`src/rtl/maxpool_stream_ctrl_pkg.sv`:
```
// Shared frame defaults and controller state encoding for the maxpool stream path.
package maxpool_stream_ctrl_pkg;

  localparam int DATA_WIDTH_DEF = 16;
  localparam int IMG_W_DEF      = 28;
  localparam int IMG_H_DEF      = 28;

  typedef enum logic [1:0] {
    IDLE  = 2'd0,
    RUN   = 2'd1,
    DRAIN = 2'd2,
    DONE  = 2'd3
  } state_t;

endpackage

```
`src/rtl/maxpool_2x2.sv`:
```
// Combinational signed maximum of a 2x2 window; result keeps the input width.
module maxpool_2x2 #(
  parameter int DATA_WIDTH = 16
) (
  input  logic signed [DATA_WIDTH-1:0] a00,
  input  logic signed [DATA_WIDTH-1:0] a01,
  input  logic signed [DATA_WIDTH-1:0] a10,
  input  logic signed [DATA_WIDTH-1:0] a11,
  output logic signed [DATA_WIDTH-1:0] y
);

  logic signed [DATA_WIDTH-1:0] top_max;
  logic signed [DATA_WIDTH-1:0] bot_max;

  always_comb begin
    top_max = (a00 > a01) ? a00 : a01;
    bot_max = (a10 > a11) ? a10 : a11;
    y       = (top_max > bot_max) ? top_max : bot_max;
  end

endmodule

```
`src/rtl/maxpool_stream_ctrl.sv`:
```
// Streams a raster feature map through one 2x2 max-pool, buffering even rows in a line buffer.
module maxpool_stream_ctrl
  import maxpool_stream_ctrl_pkg::*;
#(
  parameter int DATA_WIDTH = DATA_WIDTH_DEF,
  parameter int IMG_W      = IMG_W_DEF,
  parameter int IMG_H      = IMG_H_DEF,
  parameter int COL_W      = $clog2(IMG_W),
  parameter int ROW_W      = $clog2(IMG_H)
) (
  input  logic                  clk,
  input  logic                  rst_n,
  input  logic                  start,
  output logic                  busy,
  output logic                  done,
  input  logic [DATA_WIDTH-1:0] in_data,
  input  logic                  in_valid,
  output logic                  in_ready,
  output logic [DATA_WIDTH-1:0] out_data,
  output logic                  out_valid,
  input  logic                  out_ready,
  output logic                  out_last
);

  localparam logic [COL_W-1:0] LAST_COL  = COL_W'(IMG_W - 1);
  localparam logic [ROW_W-1:0] LAST_ROW  = ROW_W'(IMG_H - 1);
  localparam logic [COL_W-1:0] LAST_WCOL = COL_W'(2 * (IMG_W / 2) - 1);
  localparam logic [ROW_W-1:0] LAST_WROW = ROW_W'(2 * (IMG_H / 2) - 1);

  state_t                  state_reg;
  logic [ROW_W-1:0]        row_reg;
  logic [COL_W-1:0]        col_reg;
  logic [DATA_WIDTH-1:0]   lbuf [IMG_W];
  logic [DATA_WIDTH-1:0]   prev_reg;
  logic [DATA_WIDTH-1:0]   out_data_reg;
  logic                    out_valid_reg;
  logic                    out_last_reg;
  logic                    busy_reg;
  logic                    done_reg;

  logic                    xfer;
  logic                    win_fire;
  logic                    last_pix;
  logic [COL_W-1:0]        col_m1;
  logic [DATA_WIDTH-1:0]   pool_max;

  assign in_ready  = (state_reg == RUN) && (!out_valid_reg || out_ready);
  assign xfer      = in_valid && in_ready;
  // Odd columns never occur at col IMG_W-1 when IMG_W is odd, same for rows, so the
  // trailing unpaired column/row is consumed without forming a window.
  assign win_fire  = xfer && row_reg[0] && col_reg[0];
  assign last_pix  = (row_reg == LAST_ROW) && (col_reg == LAST_COL);
  assign col_m1    = col_reg - COL_W'(1);

  assign busy      = busy_reg;
  assign done      = done_reg;
  assign out_data  = out_data_reg;
  assign out_valid = out_valid_reg;
  assign out_last  = out_last_reg;

  maxpool_2x2 #(
    .DATA_WIDTH(DATA_WIDTH)
  ) u_pool (
    .a00(lbuf[col_m1]),
    .a01(lbuf[col_reg]),
    .a10(prev_reg),
    .a11(in_data),
    .y  (pool_max)
  );

  // Line buffer and left-hand pixel of the odd row carry no reset; they are always
  // written before being read within a frame.
  always_ff @(posedge clk) begin
    if (xfer && !row_reg[0]) begin
      lbuf[col_reg] <= in_data;
    end
    if (xfer && row_reg[0] && !col_reg[0]) begin
      prev_reg <= in_data;
    end
  end

  always_ff @(posedge clk or negedge rst_n) begin
    if (!rst_n) begin
      state_reg     <= IDLE;
      row_reg       <= '0;
      col_reg       <= '0;
      out_data_reg  <= '0;
      out_valid_reg <= 1'b0;
      out_last_reg  <= 1'b0;
      busy_reg      <= 1'b0;
      done_reg      <= 1'b0;
    end else begin
      if (out_valid_reg && out_ready) begin
        out_valid_reg <= 1'b0;
        out_last_reg  <= 1'b0;
      end
      // in_ready guarantees the output slot is empty or being emptied this cycle.
      if (win_fire) begin
        out_data_reg  <= pool_max;
        out_valid_reg <= 1'b1;
        out_last_reg  <= (row_reg == LAST_WROW) && (col_reg == LAST_WCOL);
      end

      if (xfer) begin
        if (col_reg == LAST_COL) begin
          col_reg <= '0;
          row_reg <= last_pix ? '0 : row_reg + ROW_W'(1);
        end else begin
          col_reg <= col_reg + COL_W'(1);
        end
      end

      case (state_reg)
        IDLE: begin
          if (start) begin
            state_reg <= RUN;
            busy_reg  <= 1'b1;
            row_reg   <= '0;
            col_reg   <= '0;
          end
        end
        RUN: begin
          if (xfer && last_pix) begin
            state_reg <= DRAIN;
          end
        end
        DRAIN: begin
          if (!out_valid_reg || out_ready) begin
            state_reg <= DONE;
            done_reg  <= 1'b1;
          end
        end
        DONE: begin
          state_reg <= IDLE;
          done_reg  <= 1'b0;
          busy_reg  <= 1'b0;
        end
      endcase
    end
  end

endmodule

```
`config.mk`:
```
export PLATFORM = sky130hd
export DESIGN_NAME = maxpool_stream_ctrl
export DESIGN_NICKNAME = d
export VERILOG_FILES = /design/src/rtl/maxpool_stream_ctrl_pkg.sv /design/src/rtl/maxpool_2x2.sv /design/src/rtl/maxpool_stream_ctrl.sv
export SDC_FILE = /design/constraint.sdc
export NUM_CORES = 1
export LEC_CHECK = 0
export ABC_AREA = 0
export BUFFER_PORTS_ARGS = -buffer_cell sky130_fd_sc_hd__buf_2
export CAP_MARGIN = 20
export CORE_MARGIN = 2
export CORE_UTILIZATION = 57
export CTS_CLUSTER_SIZE = 10
export DETAILED_ROUTE_END_ITERATION = 12
export PLACE_DENSITY = 0.73
export SETUP_SLACK_MARGIN = 0.4
export SLEW_MARGIN = 20
export SYNTH_ARGS = -nofsm -noshare
export SYNTH_HDL_FRONTEND = slang
export SYNTH_HIERARCHICAL = 1
export SYNTH_SLANG_ARGS = --single-unit
```
`constraint.sdc`:
```
create_clock -name clk -period 7.8 [get_ports clk]
set_clock_uncertainty 0.15 [all_clocks]
set_input_delay 0.39 -clock clk [delete_from_list [all_inputs] [get_ports clk]]
set_output_delay 0.39 -clock clk [all_outputs]
set_load 0.02 [all_outputs]
```
# Word level (Yosys, flattened, before mapping)
# Memories as Yosys holds them, arrays and structs flattened.
# Cells that the tools add are included.
# W data, S select, Z words.
[word_totals]
reg_bits = 48
ram_bits = 448
in_bits = 21
output_inout_bits = 21
wordCells = 69
mem_count = 1
[classes]
add_sub_neg = 3
n_lt_le_gt_ge = 3
eq_ne = 8
n_mux = 25
n_reduce_logical = 20
[memory_table]
columns = ["memory", "words", "width", "read_ports", "rd_ports_with_merged_regs", "wr", "line_no", "text"]
rows = [
  ["lbuf", 28, 16, 2, 0, 1, "maxpool_stream_ctrl.sv:33", "logic [DATA_WIDTH-1:0] lbuf [IMG_W];"],
]
[op_table]
columns = ["op", "n"]
rows = [
  ["$gt A16 B16 Y1", 3],
  ["$mux W16", 3],
  ["$mux W5", 9],
  ["$add A5 B1 Y5 const B", 2],
  ["$eq A5 B5 Y1 const B", 2],
  ["$logic_and A1 B1 Y1", 9],
  ["$pmux W2 S4", 1],
  ["$mux W1", 7],
  ["$mux W2", 3],
  ["$reduce_bool A2 Y1", 3],
  ["$sub A5 B1 Y5 const B", 1],
  ["$eq A2 B2 Y1 const B", 2],
  ["$ne A2 B2 Y1 const B", 2],
  ["$pmux W1 S2", 2],
  ["$reduce_and A2 Y1", 2],
  ["$logic_not A1 Y1", 3],
  ["$reduce_and A3 Y1", 1],
  ["$eq A2 B1 Y1 const B", 1],
  ["$logic_not A2 Y1", 1],
  ["$ne A2 B1 Y1 const B", 1],
  ["$logic_or A1 B1 Y1", 1],
]

# Depth between registers and ports, before layout
[logic_depth]
word_depth = 7
depth_mapped = 32
depth_no_buf = 24

# Hierarchy
# The synthesis kept the hierarchy.
[by_module_without_submodules]
columns = ["mod", "n_inst", "cells_per_inst", "area_per_inst_um2", "seq_area_each_um2"]
rows = [
  ["maxpool_stream_ctrl", 1, 1274, 23008.3, 14734.1],
  ["maxpool_2x2", 1, 226, 1801.7, 0.0],
]

# Worst setup path before layout
# OpenSTA, ideal clock, no wires.
[synth_timing]
kind = "register -> register"
startpoint = "register col_reg[0]"
endpoint = "register out_data_reg[5], in the netlist out_data[5]"
setup_time_ps = 125
arrival_time_ps = 6860
t_required_ps = 7525
path_slack_ps = 665
stages_incl_launch_ff = 30
n_path_buf = 6
synth_period_minus_slack_ps = 7135
path_cell_list = "dfrtp_1 buf_2 inv_1 buf_2 buf_2 ha_1 xor2_4 buf_4 mux4_2 mux4_2 nor2_1 a221oi_2 ha_1 a21oi_1 o21ai_1 nor3_1 a211oi_1 o21ai_2 buf_4 mux2i_1 inv_1 ha_1 and4_4 nand2_4 a2111oi_4 nor2_2 a211oi_4 buf_8 mux2i_1 mux2_2"
[synth_between]
elab_chain_cells = 6
word_cells_on_any_way = 7
classes_between = "add/sub: 1; order compare: 2; mux: 2; reduce/logical: 1; memory: 1"
[synth_lines]
columns = ["item", "line_no", "text"]
rows = [
  ["start: declaration", "maxpool_stream_ctrl.sv:32", "logic [COL_W-1:0] col_reg;"],
  ["start signal: assignment", "maxpool_stream_ctrl.sv:109", "col_reg <= col_reg + COL_W'(1);"],
  ["$sub A5 B1 Y5", "maxpool_stream_ctrl.sv:53", "assign col_m1 = col_reg - COL_W'(1);"],
  ["$mem_v2 Z28 W16 *", "n/a", ""],
  ["$gt A16 B16 Y1", "maxpool_2x2.sv:16", "top_max = (a00 > a01) ? a00 : a01;"],
  ["$mux W16 *", "maxpool_2x2.sv:16", ""],
  ["$gt A16 B16 Y1", "maxpool_2x2.sv:18", "y = (top_max > bot_max) ? top_max : bot_max;"],
  ["$mux W16 *", "maxpool_2x2.sv:18", ""],
  ["net pool_max[5]", "maxpool_stream_ctrl.sv:45", "logic [DATA_WIDTH-1:0] pool_max;"],
  ["end signal: assignment", "maxpool_stream_ctrl.sv:99", "out_data_reg <= pool_max;"],
  ["end: declaration", "maxpool_stream_ctrl.sv:35", "logic [DATA_WIDTH-1:0] out_data_reg;"],
]
# Mark *: on every way through the listed nets, which the timed path passes. The rest lies on a longest branch.
# A chain may end at the register's enable or synchronous reset.

# Worst setup path after layout
[layout_timing]
startpoint = "register col_reg[1]"
endpoint = "register out_data_reg[9], in the netlist out_data[9]"
# Same word-level chain as after synthesis.

==> results.txt <==
----------------------------------------------------
[Placement]
  Final weighted congestion in routability-driven placement ... 0.915
  Cells after DPL ... 2088
  Port buffer count ... 41
  Detail Placement HPWL ... 41.1 mm

[Status]
  Result of the run ... completed

[Power]
  Worst IR drop on VDD ... 0.334 mV
  Pleak ... 9.42 nW
  Power per unit of standard cell area ... 394 nW/um^2

[Clock network]
  Quantity of gates resized following cts ... 0
  Clock buffer count from CTS ... 57
  Clock input transition at the sequential cells of the worst setup and hold paths ... 60 ps
  Clock latency at the later pin of the worst-skew pair ... 610 ps
  Clock H-tree levels ... 2
  Clock Path Buffers ... 3
  Num Clock Sinks ... 496
  Master cell of the clock root buffer ... sky130_fd_sc_hd__clkbuf_16
  CTS tree ... done

[Synthesis]
  Synthesized Nets ... 1578
  Largest cells by area after synthesis ... sky130_fd_sc_hd__edfxtp_1, sky130_fd_sc_hd__mux4_2, sky130_fd_sc_hd__mux2i_1, sky130_fd_sc_hd__dfrtp_1, sky130_fd_sc_hd__ha_1
  Portion of the post-synthesis area used by sequential elements ... 59.4%
  Yosys warning total ... 6
  Synthesized area per cell ... 16.5 sq um
  Gate Count Post-Synth ... 1500
  Most instantiated flip-flop cell in the synthesis netlist ... sky130_fd_sc_hd__edfxtp_1
  Share of the synthesized area in the top cell type ... 56.2%
  Cell area after synthesis ... 24800 sq um
  Synth top cells by count ... sky130_fd_sc_hd__edfxtp_1, sky130_fd_sc_hd__mux2i_1, sky130_fd_sc_hd__mux4_2, sky130_fd_sc_hd__nor2_1, sky130_fd_sc_hd__ha_1
  Number of storage elements in the synthesis netlist ... 496
  Number of enable flip-flop cells after synthesis ... 464
  Area leader, netlist ... sky130_fd_sc_hd__edfxtp_1
  Fraction of registers with async set or reset after synthesis ... 6.45%
  Most instantiated library cell after synthesis ... sky130_fd_sc_hd__edfxtp_1
  Number of library cell types mapped by synthesis ... 59

[Cells and area]
  Synth-to-layout area growth ... 11.1%
  Share of layout cells above drive strength 1 ... 25.9%
  Max FFs per register ... 448
  Non-filler cells in the finished layout ... 2178
  Layout net count ... 1644

[Critical path]
  Max Fanout on Critical Path ... 32
  Crit-path max cell delay ... 600 ps
  CP Class ... register to register
  Endpoint kind of the worst setup timing path ... register
  Delay-heaviest family, CP ... multiplexers
  Startpoint type of the worst setup path ... register
  Critical path arrival ... 7210 ps
  Required @ worst endpoint ... 8120 ps
  Worst Path Buf+Inv ... 5
  Library cell contributing the largest single delay on the critical path ... sky130_fd_sc_hd__mux4_1

[Run]
  Maximum Capacitance Violations ... 0

[Global routing]
  Vias in the first global route ... 15018
  Gr usage total ... 30.2%
  Largest net degree at the start of global routing ... 144
  Final global-route overflow total ... 0
  Antenna violations before repair ... 2
  First-pass GRT wire length ... 98.1 mm

[Floorplan]
  Std-Cell Core Area ... 43000 sq um
  Core Rows ... 76
  Horizontal die dimension ... 213 um
  Full die area ... 45200 sq um
  Effective utilization at floorplan ... 57.7%
  Number of placed I/O pins ... 42
  Height of the die ... 213 um

[Timing]
  Shortest clock period the worst path allows after layout ... 6890 ps
  Tightest slew margin relative to the limit ... 29.1%
  Final worst path period share ... 88.3%
  Post-route setup TNS ... 0 ps
  Highest clock rate ... 145 MHz
  Number of setup violations in the final report ... 0
  Unrepaired setup endpoints after global routing ... no
  Count of endpoints failing hold in the final timing report ... 0
  Number of slew-limit violations in the final report ... 0
  Slew at the pin with the worst max-slew slack ... 1060 ps

[Routing]
  DRC violation count after routing ... 0
  Pre-antenna DRT Iters ... 7
  Detailed-route via count ... 14923
  Via density ... 6.85
  Violation count after the first detailed-routing iteration ... 1856
  Number of antenna-violating nets in the routed design ... 0
  Post-detailed-route wirelength per cell ... 30.5 um
  Total wire length after detailed routing ... 66.4 mm

[Min path]
  Min-Delay Path Class ... input pin to register

----------------------------------------------------
-- stage by stage --
step | worst slack, ps | utilization, % | power [W] | hold slack, ps | instance area (sq um)
floorplan | 665 | - | 0.00708 | -55.6 | 24800
global placement | 651 | 60.3 | 0.00840 | 346 | 25900
detailed placement | 501 | 60.4 | 0.00846 | 358 | 26000
CTS | 478 | 64.1 | 0.0108 | 131 | 27600
global route | 517 | 64.2 | 0.0114 | 165 | 27600
finish | 911 | 64.2 | 0.0109 | 146 | 27600
-- layer usage --
metal	vias up	track usage, %	share of wire [%]
li1	6279	-	-
met1	7677	42.7	40
met2	810	47.5	47
met3	157	5.23	9.7
met4	0	11.4	3.5
met5	-	0	0
-- area by class of cell --
class / instances / area [sq um]
clock buffer: 80 / 1520
fill: 3024 / 15400
multi-input combinational: 852 / 9530
antenna: 1 / 2.50
inverter: 55 / 206
timing repair buffer: 104 / 798
clock inverter: 5 / 42.5
sequential: 496 / 14700
tap: 585 / 732
-- cells by family (layout without fill, tap and decap cells) --
family / Yosys count / count (layout) / synth area share (%)
buffers and inverters: 152 / 244 / 2.81
AO/OA/AOI/OAI: 195 / 195 / 6.52
adder cells (fa/ha/maj): 57 / 57 / 2.87
AND/OR/NAND/NOR: 174 / 174 / 3.41
other: 0 / 1 / 0
multiplexers: 419 / 419 / 24.7
XOR/XNOR: 7 / 7 / 0.323
flip-flops: 496 / 496 / 59.4
-- placed cells by master (no fill, tap or decap), drive strengths merged, types with 9 or more instances in the layout --
cell type / n
clkbuf: 80
a22oi: 15
nand2: 39
mux2: 49
a211oi: 21
nand3: 9
mux4: 148
nor2b: 26
a22o: 30
o21ai: 17
dfrtp: 32
inv: 56
a221oi: 31
nand4: 12
ha: 57
nor2: 63
o221ai: 15
edfxtp: 464
a21oi: 25
mux2i: 222
a2111oi: 17
a221o: 16
buf: 101
-- worst paths after layout --
kind                               from           end  slack [ps]  cells after the start
max in group asynchronous         rst_n    col_reg[1]        6630                      2
min in group asynchronous         rst_n   out_data[1]         270                      2
min reg2reg                out_data[10]  out_data[10]         360                      1
max                          col_reg[1]   out_data[9]         910                     26
max reg2reg                  col_reg[1]   out_data[9]         910                     26
min                          in_data[6]   lbuf[23][6]         150                      1
-- power by group --
group	total [W]	internal, W	switching (W)
combinational	0.00554	0.00244	0.00310
clock	0.00234	0.00133	0.00100
sequential	0.00300	0.00297	0.0000338
-- timing repair --
item                                    4_1_cts  5_1_grt
hold endpoints to repair                     35        0
hold buffers                                  3        0
buffers inserted                              0        1
endpoints found under the setup margin        0       16
(Power assumes the default switching activity.)
